## config.mk

```make
export PLATFORM = sky130hd
export DESIGN_NAME = unidade_controle_rodada
export DESIGN_NICKNAME = d
export VERILOG_FILES = /design/src/rtl/unidade_controle_rodada.sv
export SDC_FILE = /design/constraint.sdc
export NUM_CORES = 1
export LEC_CHECK = 0
export ABC_AREA = 1
export BUFFER_PORTS_ARGS = -buffer_cell sky130_fd_sc_hd__buf_2
export CAP_MARGIN = 20
export CORE_MARGIN = 1
export CORE_UTILIZATION = 45
export CTS_CLUSTER_DIAMETER = 60
export DETAILED_ROUTE_END_ITERATION = 16
export PLACE_DENSITY = 0.66
export SETUP_SLACK_MARGIN = 0.2
export SYNTH_ARGS = -nofsm -noshare
export SYNTH_HDL_FRONTEND = slang
export SYNTH_SLANG_ARGS = --single-unit
```

## constraint.sdc

```tcl
create_clock -name clock -period 1.7 [get_ports clock]
set_clock_uncertainty 0.2 [all_clocks]
set_input_delay 0.17 -clock clock [delete_from_list [all_inputs] [get_ports clock]]
set_output_delay 0.17 -clock clock [all_outputs]
set_load 0.03 [all_outputs]
```

## src/rtl/unidade_controle_rodada.sv

```systemverilog
// Round control unit for the memory-match game: Moore FSM sequencing the
// address counter, chaves register and comparator, with a per-move inactivity timeout.
module unidade_controle_rodada #(
  parameter int TIMEOUT_CICLOS = 3000,
  parameter int TW             = 12
) (
  input  logic       clock,
  input  logic       reset,
  input  logic       iniciar,
  input  logic       jogada,
  input  logic       igual,
  input  logic       fim_contagem,
  output logic       zera_contador,
  output logic       conta_contador,
  output logic       zera_registro,
  output logic       registra,
  output logic       pronto,
  output logic       acertou,
  output logic       errou,
  output logic       timeout,
  output logic [3:0] db_estado
);

  typedef enum logic [3:0] {
    INICIAL     = 4'h0,
    PREPARA     = 4'h1,
    ESPERA      = 4'h2,
    REGISTRA    = 4'h4,
    COMPARA     = 4'h5,
    PROXIMO     = 4'h6,
    FIM_ACERTOU = 4'hA,
    FIM_TIMEOUT = 4'hD,
    FIM_ERROU   = 4'hE
  } estado_t;

  estado_t        estado, proximo;
  logic           jogada_ant;
  logic           borda;
  logic           limite;
  logic [TW-1:0]  cont_timeout;

  // One borda per press: a held chave never retriggers.
  assign borda  = jogada & ~jogada_ant;
  assign limite = (cont_timeout == TW'(TIMEOUT_CICLOS - 1));

  always_ff @(posedge clock or negedge reset) begin
    if (!reset) begin
      estado       <= INICIAL;
      jogada_ant   <= 1'b0;
      cont_timeout <= '0;
    end else begin
      estado     <= proximo;
      jogada_ant <= jogada;
      // Counts only while staying in ESPERA, so it clears on any exit and never wraps.
      if (estado == ESPERA && proximo == ESPERA)
        cont_timeout <= cont_timeout + TW'(1);
      else
        cont_timeout <= '0;
    end
  end

  always_comb begin
    proximo = INICIAL;
    case (estado)
      INICIAL:  proximo = iniciar ? PREPARA : INICIAL;
      PREPARA:  proximo = ESPERA;
      ESPERA: begin
        if (borda)       proximo = REGISTRA;
        else if (limite) proximo = FIM_TIMEOUT;
        else             proximo = ESPERA;
      end
      REGISTRA: proximo = COMPARA;
      COMPARA: begin
        if (!igual)            proximo = FIM_ERROU;
        else if (fim_contagem) proximo = FIM_ACERTOU;
        else                   proximo = PROXIMO;
      end
      PROXIMO:  proximo = ESPERA;
      FIM_ACERTOU, FIM_TIMEOUT, FIM_ERROU:
        proximo = iniciar ? PREPARA : estado;
      default:  proximo = INICIAL;
    endcase
  end

  always_comb begin
    zera_contador  = 1'b0;
    conta_contador = 1'b0;
    zera_registro  = 1'b0;
    registra       = 1'b0;
    pronto         = 1'b0;
    acertou        = 1'b0;
    errou          = 1'b0;
    timeout        = 1'b0;
    case (estado)
      PREPARA: begin
        zera_contador = 1'b1;
        zera_registro = 1'b1;
      end
      REGISTRA:    registra       = 1'b1;
      PROXIMO:     conta_contador = 1'b1;
      FIM_ACERTOU: begin
        pronto  = 1'b1;
        acertou = 1'b1;
      end
      FIM_ERROU: begin
        pronto = 1'b1;
        errou  = 1'b1;
      end
      FIM_TIMEOUT: begin
        pronto  = 1'b1;
        timeout = 1'b1;
      end
      default: ;
    endcase
  end

  assign db_estado = estado;

endmodule
```

## After elaboration in Yosys (flattened, before gate mapping)

Cells that the tools add are included.

- Add/subtract/negate cells: 1
- Multipliers: 0
- Div/mod/pow operators: 0
- Order comparisons: 0
- Equality and inequality tests: 10
- Shift operators: 0
- Multiplexer cells: 15
- Bitwise logic cells: 2
- Reduce and logical (&&, ||, !) cells: 4

Operators by type and width:

| operator | count |
|---|---|
| $pmux W4 S6 | 1 |
| $mux W4 | 5 |
| $add A12 B1 Y12 const B | 1 |
| $eq A12 B12 Y1 const B | 1 |
| $eq A4 B3 Y1 const B | 3 |
| $eq A4 B4 Y1 const B | 3 |
| $mux W12 | 1 |
| $eq A4 B2 Y1 const B | 2 |
| $mux W1 | 8 |
| $eq A4 B1 Y1 const B | 1 |
| $logic_not A4 Y1 | 1 |
| $reduce_or A3 Y1 | 1 |
| $reduce_or A2 Y1 | 1 |
| $and A1 B1 Y1 | 1 |
| $logic_and A1 B1 Y1 | 1 |
| $not A1 Y1 | 1 |

- Register bits: 17
- Bits in latches: 0
- RAM bits: 0
- Bits in read-only memories: 0
- Input port bits: 6
- Output and inout bits: 12
- Word-level logic and storage cells: 35
- Memories kept: 0

## Logic depth before layout (Yosys ltp)

Gate-level depths: netlist of run 1.

- Depth after elaboration: 7
- Gate-level depth with buffers: 7
- Gate-level depth less buffers: 7

## Worst setup path after synthesis of run 1

OpenSTA, ideal clock, no wires.

- Path kind: register to output
- From: reg estado[3] (netlist: db_estado[3])
- To: out zera_registro
- Arrival: 2.037 ns
- Required time: 1.330 ns
- Setup slack: -0.707 ns
- Stages on the path, launching flop included: 4
- Buffers on the path: 2
- Cell sequence: dfrtp_1 buf_6 nor4_1 buf_4

- Cells in the longest elaborated chain, start to end: 2

RTL lines:

| what | RTL line | text |
|---|---|---|
| start: declaration | 36 | `estado_t estado, proximo;` |
| start signal: assignment | 52 | `estado <= proximo;` |
| $eq A4 B1 Y1 | - |  |
| $mux W1 | - |  |
| end: declaration | 15 | `output logic zera_registro,` |

No other way between the ends.

## Final worst setup path of run 1

- From: reg estado[3] (netlist: db_estado[3])
- To: out zera_contador

- Cells in the longest elaborated chain, start to end: 2

RTL lines:

| what | RTL line | text |
|---|---|---|
| $eq A4 B1 Y1 | 94 | `case (estado)` |
| $mux W1 | 94 |  |
| end: declaration | 13 | `output logic zera_contador,` |

No other way between the ends.

==> results by group, run 1 <==
Outcome
  – Outcome: finished, violations left
  – Violated checks: setup timing

STA
  – Fin Hold WS: 0.0343 ns
  – Final Cycle Share: 103%
  – Final worst setup slack: -0.0439 ns
  – Peak Freq: ~570 MHz
  – Setup TNS: -0.103 ns
  – Final-report hold violation count: 0
  – Unrepaired setup endpoints after global routing: true
  – Worst-Margin Slew: 0.382 ns
  – Rel. slew slack: 74.5%
  – Fin. max-slew vios: 0
  – Final setup violation count: 5
  – Min Tclk post-route: 1.74 ns

Yosys
  – Seq cells post-synth: 17
  – Sequential share of the synthesized area: 40.2%
  – Synth Area in Compound Gates: 2.36%
  – Post-Syn Area: 1060 µm²
  – Xor and xnor fraction of the mapped netlist area: 2.48%
  – Yosys top cell area share: 40.2%
  – Mean Syn Cell Area: 6.96 µm²
  – Mux share of post-synthesis cell area: 0%
  – Synth area leaders: dfrtp_1, nand2_1, nor2_1
  – Largest area contributor in the netlist: dfrtp_1
  – Adder-Cell Fraction of Synth Area: 1.18%
  – Syn. warnings: 0
  – Synth Instances: 152
  – Syn_nets: 159
  – Largest family of logic cells by synthesized area: simple AND/OR/NAND/NOR gates
  – Simple-gate portion of the synthesized area: 42.0%
  – Netlist cell types: 21

Worst setup path
  – CP Data Arrival Time: 1.37 ns
  – Crit path max fanout: 3
  – CP bufs+invs: 2
  – CP Data Required Time: 1.33 ns
  – Peak per-stage delay on the critical path: 0.45 ns
  – Cell Chain, Critical Path: buf_6 -> nor4_4 -> buf_6
  – Crit Path Class: reg -> out
  – Critical Path Most Common Cell: buf_6
  – CP top delay family: flip-flops
  – Crit-path slowest cell: dfrtp_2
  – Startpoint Class: register
  – Setup crit end kind: primary output

Detailed routing
  – DR iter-0 viols: 16
  – Max layer used: met4
  – # DRC: 0
  – Via Count: 1,063
  – DR vias/cell: ~5.1
  – ANT nets after route: 0
  – Met2 wire len: 1.42 mm
  – WL final: 2.53 mm
  – Routed wl met3: 64 µm
  – Drt first pass iters: 4
  – Routed wire per std cell: 12.1 µm
  – Wl on met1: 998 µm

Die
  – Core Area: 2210 µm²
  – Die W: 50.5 µm
  – Cell Rows: 17
  – Die height: 50.5 µm
  – Die Footprint: 2550 µm²
  – I/O pins: 18
  – Initial Utilization: 47.9%

Job
  – MaxCap Viol Count: 0

Finish
  – Area delta synth->final: 42.2%
  – Layout cells sized above 1: between 40% and 50%
  – Most frequent cells in the layout: nand2_1, inv_1, dfrtp_1
  – ANT cells: 0
  – Most common cell after layout, fill and taps aside: nand2_1
  – Nets: 190

Pwr
  – Switching power: 757 µW
  – Clock share of power: 13.8%
  – Sequential Power Share: roughly a third
  – Maximum VDD drop: 0.000966 V
  – Switching share of total power: 46.8%
  – P_leak: ~0.71 nW
  – Comb pwr share: 53.1%
  – Int Power: 861 µW
  – PD cells: 1070 nW/µm²

GRT
  – Initial antenna violation count: 0
  – Global-route wire length before repair: 4.24 mm
  – Gr usage total: 22.4%
  – Vias in the first global route: 1,025
  – Gr ovfl total: 0
  – Largest net degree at the start of global routing: 18

Placed design
  – IO buf count: 17
  – GP Congestion: 0.784
  – Detailed Place HPWL: 1.57 mm

Clocking
  – CTS max path bufs: 2
  – Root Buffer: clkbuf_4
  – CTS tree: built
  – Clock transition at path regs: 0.11 ns
  – H-tree Lvls: 1
  – CTS sink count: 17
  – Worst-Skew Late Latency: around 0.30 ns
  – Num CTS Buffers: 3

Hold path
  – Hold WC Path Type: in -> reg
layer usage:
layer  vias up  GRT usage, %
met3         6          1.82
met5         -             0
li1        532             -
met4         0          11.1
met1       503          25.3
met2        22          41.8
path summary, 6_finish.rpt:
path | startpoint | to | cells after the start | slack, ns
worst max-delay path | db_estado[3] | zera_contador | 3 | -0.04
worst min-delay path | iniciar | db_estado[1] | 4 | 0.03
worst max register to register | db_estado[3] | db_estado[3] | 6 | 0.13
worst min register to register | cont_timeout[0] | cont_timeout[0] | 2 | 0.36
max in group asynchronous | reset | db_estado[2] | 2 | 0.88
min in group asynchronous | reset | cont_timeout[6] | 2 | 0.12
cells by family (layout without fill, tap and decap cells):
| group | Yosys count | count (layout) |
|---|---|---|
| AOI/OAI and AO/OA | 5 | 5 |
| xor gates and xnor gates | 3 | 3 |
| adders and majority gates | 1 | 1 |
| buffers and inverters | 28 | 57 |
| DFF | 17 | 17 |
| and+or+nand+nor | 98 | 99 |
state kept, by name, indices dropped and copies added (netlist names):
signal	count
db_estado	4
jogada_ant	1
cont_timeout	12
cell type report:
cell class | count | area [µm²]
fill | 186 | 707
multi-input combinational | 108 | 691
sequential | 17 | 430
timing repair buffer | 29 | 226
inverter | 24 | 95.1
tap | 28 | 35.0
clock buffer | 3 | 22.5
clock inverter | 1 | 5.00
through the flow:
stage	util [%]	cell area (µm²)	std cells	setup WS (ns)	power, mW
2_1_floorplan	-	1120	152	-0.0350	1.01
3_3_place_gp	54.1	1200	193	0.158	1.08
3_5_place_dp	54.1	1200	193	0.127	1.09
4_1_cts	63.0	1390	209	-0.0364	1.49
5_1_grt	68.0	1510	210	-0.0716	1.70
6_report	68.0	1510	210	-0.0439	1.62
Yosys cell counts:
master and n:
nor2_1 25, inv_2 1, nand4_1 4, ha_1 1, nor2_2 6, buf_6 2
nor3_1 3, inv_1 23, nand2_1 39, nand3_2 2, dfrtp_1 17, nor4_1 1
buf_4 1, nor2_4 1, nand2_2 3, a21oi_1 4, buf_2 1, xnor2_1 2
xor2_1 1, nand3_1 14, o21ai_0 1
tightest hold or removal path, delay by kind of cell:
kind | cells | cell delay [ns]
buffers and inverters | 2 | 0.16
AND/OR/NAND/NOR | 2 | 0.18
power by group through the flow:
| stage | clock [mW] | combinational, mW | sequential, mW |
|---|---|---|---|
| 2_1_floorplan | 0 | 0.434 | 0.580 |
| 3_3_place_gp | 0 | 0.536 | 0.547 |
| 3_5_place_dp | 0 | 0.542 | 0.550 |
| 4_1_cts | 0.226 | 0.746 | 0.523 |
| 5_1_grt | 0.237 | 0.917 | 0.543 |
| 6_report | 0.224 | 0.859 | 0.535 |
timing repair:
action / 4_1_cts / 5_1_grt
hold buffers: 2 / 0
endpoints found under the hold margin: 18 / 0
gates resized for setup: 24 / 27
cloned: 1 / 0
pin swaps: 4 / 11
setup buffers: 9 / 1
endpoints found under the setup margin: 21 / 25
Power figures use the tool's default switching activity.
==> inputs of run 2 (changes only) <==
CORE_MARGIN = not set   (was 1)
clock period = 1.9 ns   (was 1.7 ns; I/O delays follow)
==> run 2 against run 1 <==
Effect of this change: the flow now finishes without violations; highest routed layer unchanged; combinational power decreased by 13%; count of clock-buffer cells in the layout unchanged; global-route usage decreased by 1.8 points; sequential share of layout area increased by 2.4 points; largest cell class unchanged; via count increased by 1.9%; first-iteration DRC count increased to 2.6 times the previous value; worst setup slack improved by 0.19 ns; final area decreased by 8.0%.
==> results by group, run 2 (synthesis results as in run 1) <==
Outcome
  – Outcome: finished clean

STA
  – Peak Freq: 571 MHz
  – Final-report hold violation count: 0 (unchanged)
  – Worst-Margin Slew: 0.489 ns (+0.107 ns)
  – Unrepaired setup endpoints after global routing: true
  – Rel. slew slack: 67.3% (-7.2 points)
  – Min Tclk post-route: 1.75 ns
  – Final worst setup slack: 0.148 ns (+0.192 ns)
  – Setup TNS: 0 ns (+0.103 ns)
  – Fin. max-slew vios: 0 (unchanged)
  – Final setup violation count: 0 (-5)
  – Final Cycle Share: 92.2%

Job
  – MaxCap Viol Count: 0 (unchanged)

Placed design
  – Placed Instance Area: 1170 µm² (-2.3%)
  – GP Congestion: 0.828 (+5.7%)
  – IO buf count: 17 (unchanged)
  – Detailed Place HPWL: 1.60 mm (+1.5%)
  – Setup WS pre-CTS: 0.299 ns (+0.172 ns)

Worst setup path
  – Reg2reg path depth: 7 (+1)
  – R2R Path Start: db_estado[2]
  – CP top delay family: flip-flops
  – R2R Setup Slk: 0.23 ns (+0.10 ns)
  – CP Data Required Time: 1.51 ns (+0.18 ns)
  – Crit-path slowest cell: dfrtp_2
  – Setup crit end kind: primary output
  – Peak per-stage delay on the critical path: 0.44 ns (about the same)
  – Crit path max fanout: 6 (+3)
  – CP Data Arrival Time: 1.36 ns (about the same)
  – FF-to-FF End: db_estado[3]
  – CP bufs+invs: 2 (unchanged)
  – Crit Path Class: reg -> out
  – Cell Chain, Critical Path: buf_6 -> nor4_4 -> buf_4
  – Startpoint Class: register

Detailed routing
  – Drt first pass iters: 4 (unchanged)
  – DR vias/cell: 5.13 (+1.4%)
  – ANT nets after route: 0 (unchanged)
  – # DRC: 0 (unchanged)
  – Routed wire per std cell: 12.5 µm (+3.3%)
  – WL final: 2.63 mm (+3.8%)
  – DR iter-0 viols: 42 (+26)
  – Via Count: 1,083 (+1.9%)

Clocking
  – H-tree Lvls: 1 (unchanged)
  – Clock transition at path regs: 0.09 ns (-0.02 ns)
  – CTS sink count: 17 (unchanged)
  – Num CTS Buffers: 3 (unchanged)
  – CTS max path bufs: 2 (unchanged)
  – CTS tree: built
  – Root Buffer: clkbuf_4
  – Worst-Skew Late Latency: 0.29 ns (about the same)

Die
  – Die W: 50.5 µm (unchanged)
  – Initial Utilization: 47.9% (unchanged)
  – I/O pins: 18 (unchanged)
  – Core Area: 2210 µm² (unchanged)
  – Die height: 50.5 µm (unchanged)
  – Cell Rows: 17 (unchanged)
  – Die Footprint: 2550 µm² (unchanged)

GRT
  – Gr usage total: 20.6% (-1.8 points)
  – Vias in the first global route: 960 (-6.3%)
  – Largest net degree at the start of global routing: 18 (unchanged)
  – Global-route wire length before repair: 3.94 mm (-7.0%)
  – Initial antenna violation count: 0 (unchanged)
  – Gr ovfl total: 0 (unchanged)

Finish
  – ANT cells: 0 (unchanged)
  – Most common cell after layout, fill and taps aside: nand2_1
  – Layout cells sized above 1: 31.7% (-9.0 points)
  – Layout filler cell count: 190 (+2.2%)
  – Biggest register: cont_timeout
  – Area delta synth->final: 30.9%
  – Max reg flops: 12 (unchanged)
  – Nets: 191 (+0.53%)
  – Final Cell Area: 1390 µm² (-8.0%)
  – Most frequent cells in the layout: nand2_1, nor2_1, inv_1

Hold path
  – Hold endpoint: db_estado[1]
  – Cells on Worst Hold Path: 4 (unchanged)
  – Hold_sp: iniciar
  – Hold WC Path Type: in -> reg

Pwr
  – P_leak: 0.693 nW (-1.8%)
  – PD cells: 1010 nW/µm² (-6.1%)
  – Tot Pwr: 1.40 mW (-14%)
  – Maximum VDD drop: 0.000798 V (-17%)
[run 2: changes by cell type in the layout (fill, tap and decap cells not counted), sizes merged]
cell / before / now
clkbuf: 3 / 4
[run 2: power by group]
group	leakage, nW	internal (mW)	switching [mW]
Sequential	0.227	0.408	0.0590
Clock	0.0177	0.0781	0.109
Combinational	0.448	0.295	0.449
[run 2: layout make-up]
type	count	area, µm²	share of cell area, %
repair buffers	30	223	16.1
multi-input cells	108	578	41.7
inverters	24	92.6	6.68
clock buffers	3	22.5	1.63
well taps	28	35.0	2.53
flip-flops and latches	17	429	31.0
clock inverters	1	5.00	0.361
[run 2: tightest hold or removal path, delay by kind of cell]
family | cells | cell delay (ns)
simple gates | 2 | 0.19
buf+inv | 2 | 0.15
[run 2: worst max-delay path by stage]
stage                                from            end  slack (ns)  cells after the start
after global placement       db_estado[2]       registra        0.37                      5
after CTS                    db_estado[3]         pronto        0.16                      5
after detailed placement  cont_timeout[0]   db_estado[1]        0.30                      6
final                        db_estado[1]  zera_contador        0.15                      3
after floorplan              db_estado[3]  zera_registro         0.1                      3
after global routing         db_estado[2]       registra        0.07                      5
[run 2: what timing repair did]
action / 4_1_cts / 5_1_grt
endpoints found under the setup margin: 7 / 17
pin swaps: 1 / 5
buffers inserted: 5 / 6
hold buffers: 2 / 0
endpoints found under the hold margin: 18 / 0
resized for setup: 11 / 13
gates cloned: 0 / 1
[run 2: metal layers]
metal	vias to the layer above	wire, µm	global-route usage (%)
li1	531	-	-
met1	500	1110	26.0
met2	50	1340	34.4
met3	2	158	3.33
met4	0	21	9.26
met5	-	0	0
[run 2: stage by stage]
stage / instances / utilization, % / hold slack [ns]
2_1_floorplan: 152 / - / -0.306
3_3_place_gp: 193 / 52.8 / -0.0688
3_5_place_dp: 193 / 52.8 / -0.0712
4_1_cts: 204 / 57.7 / 0.0555
5_1_grt: 211 / 62.6 / 0.114
6_report: 211 / 62.6 / 0.0876
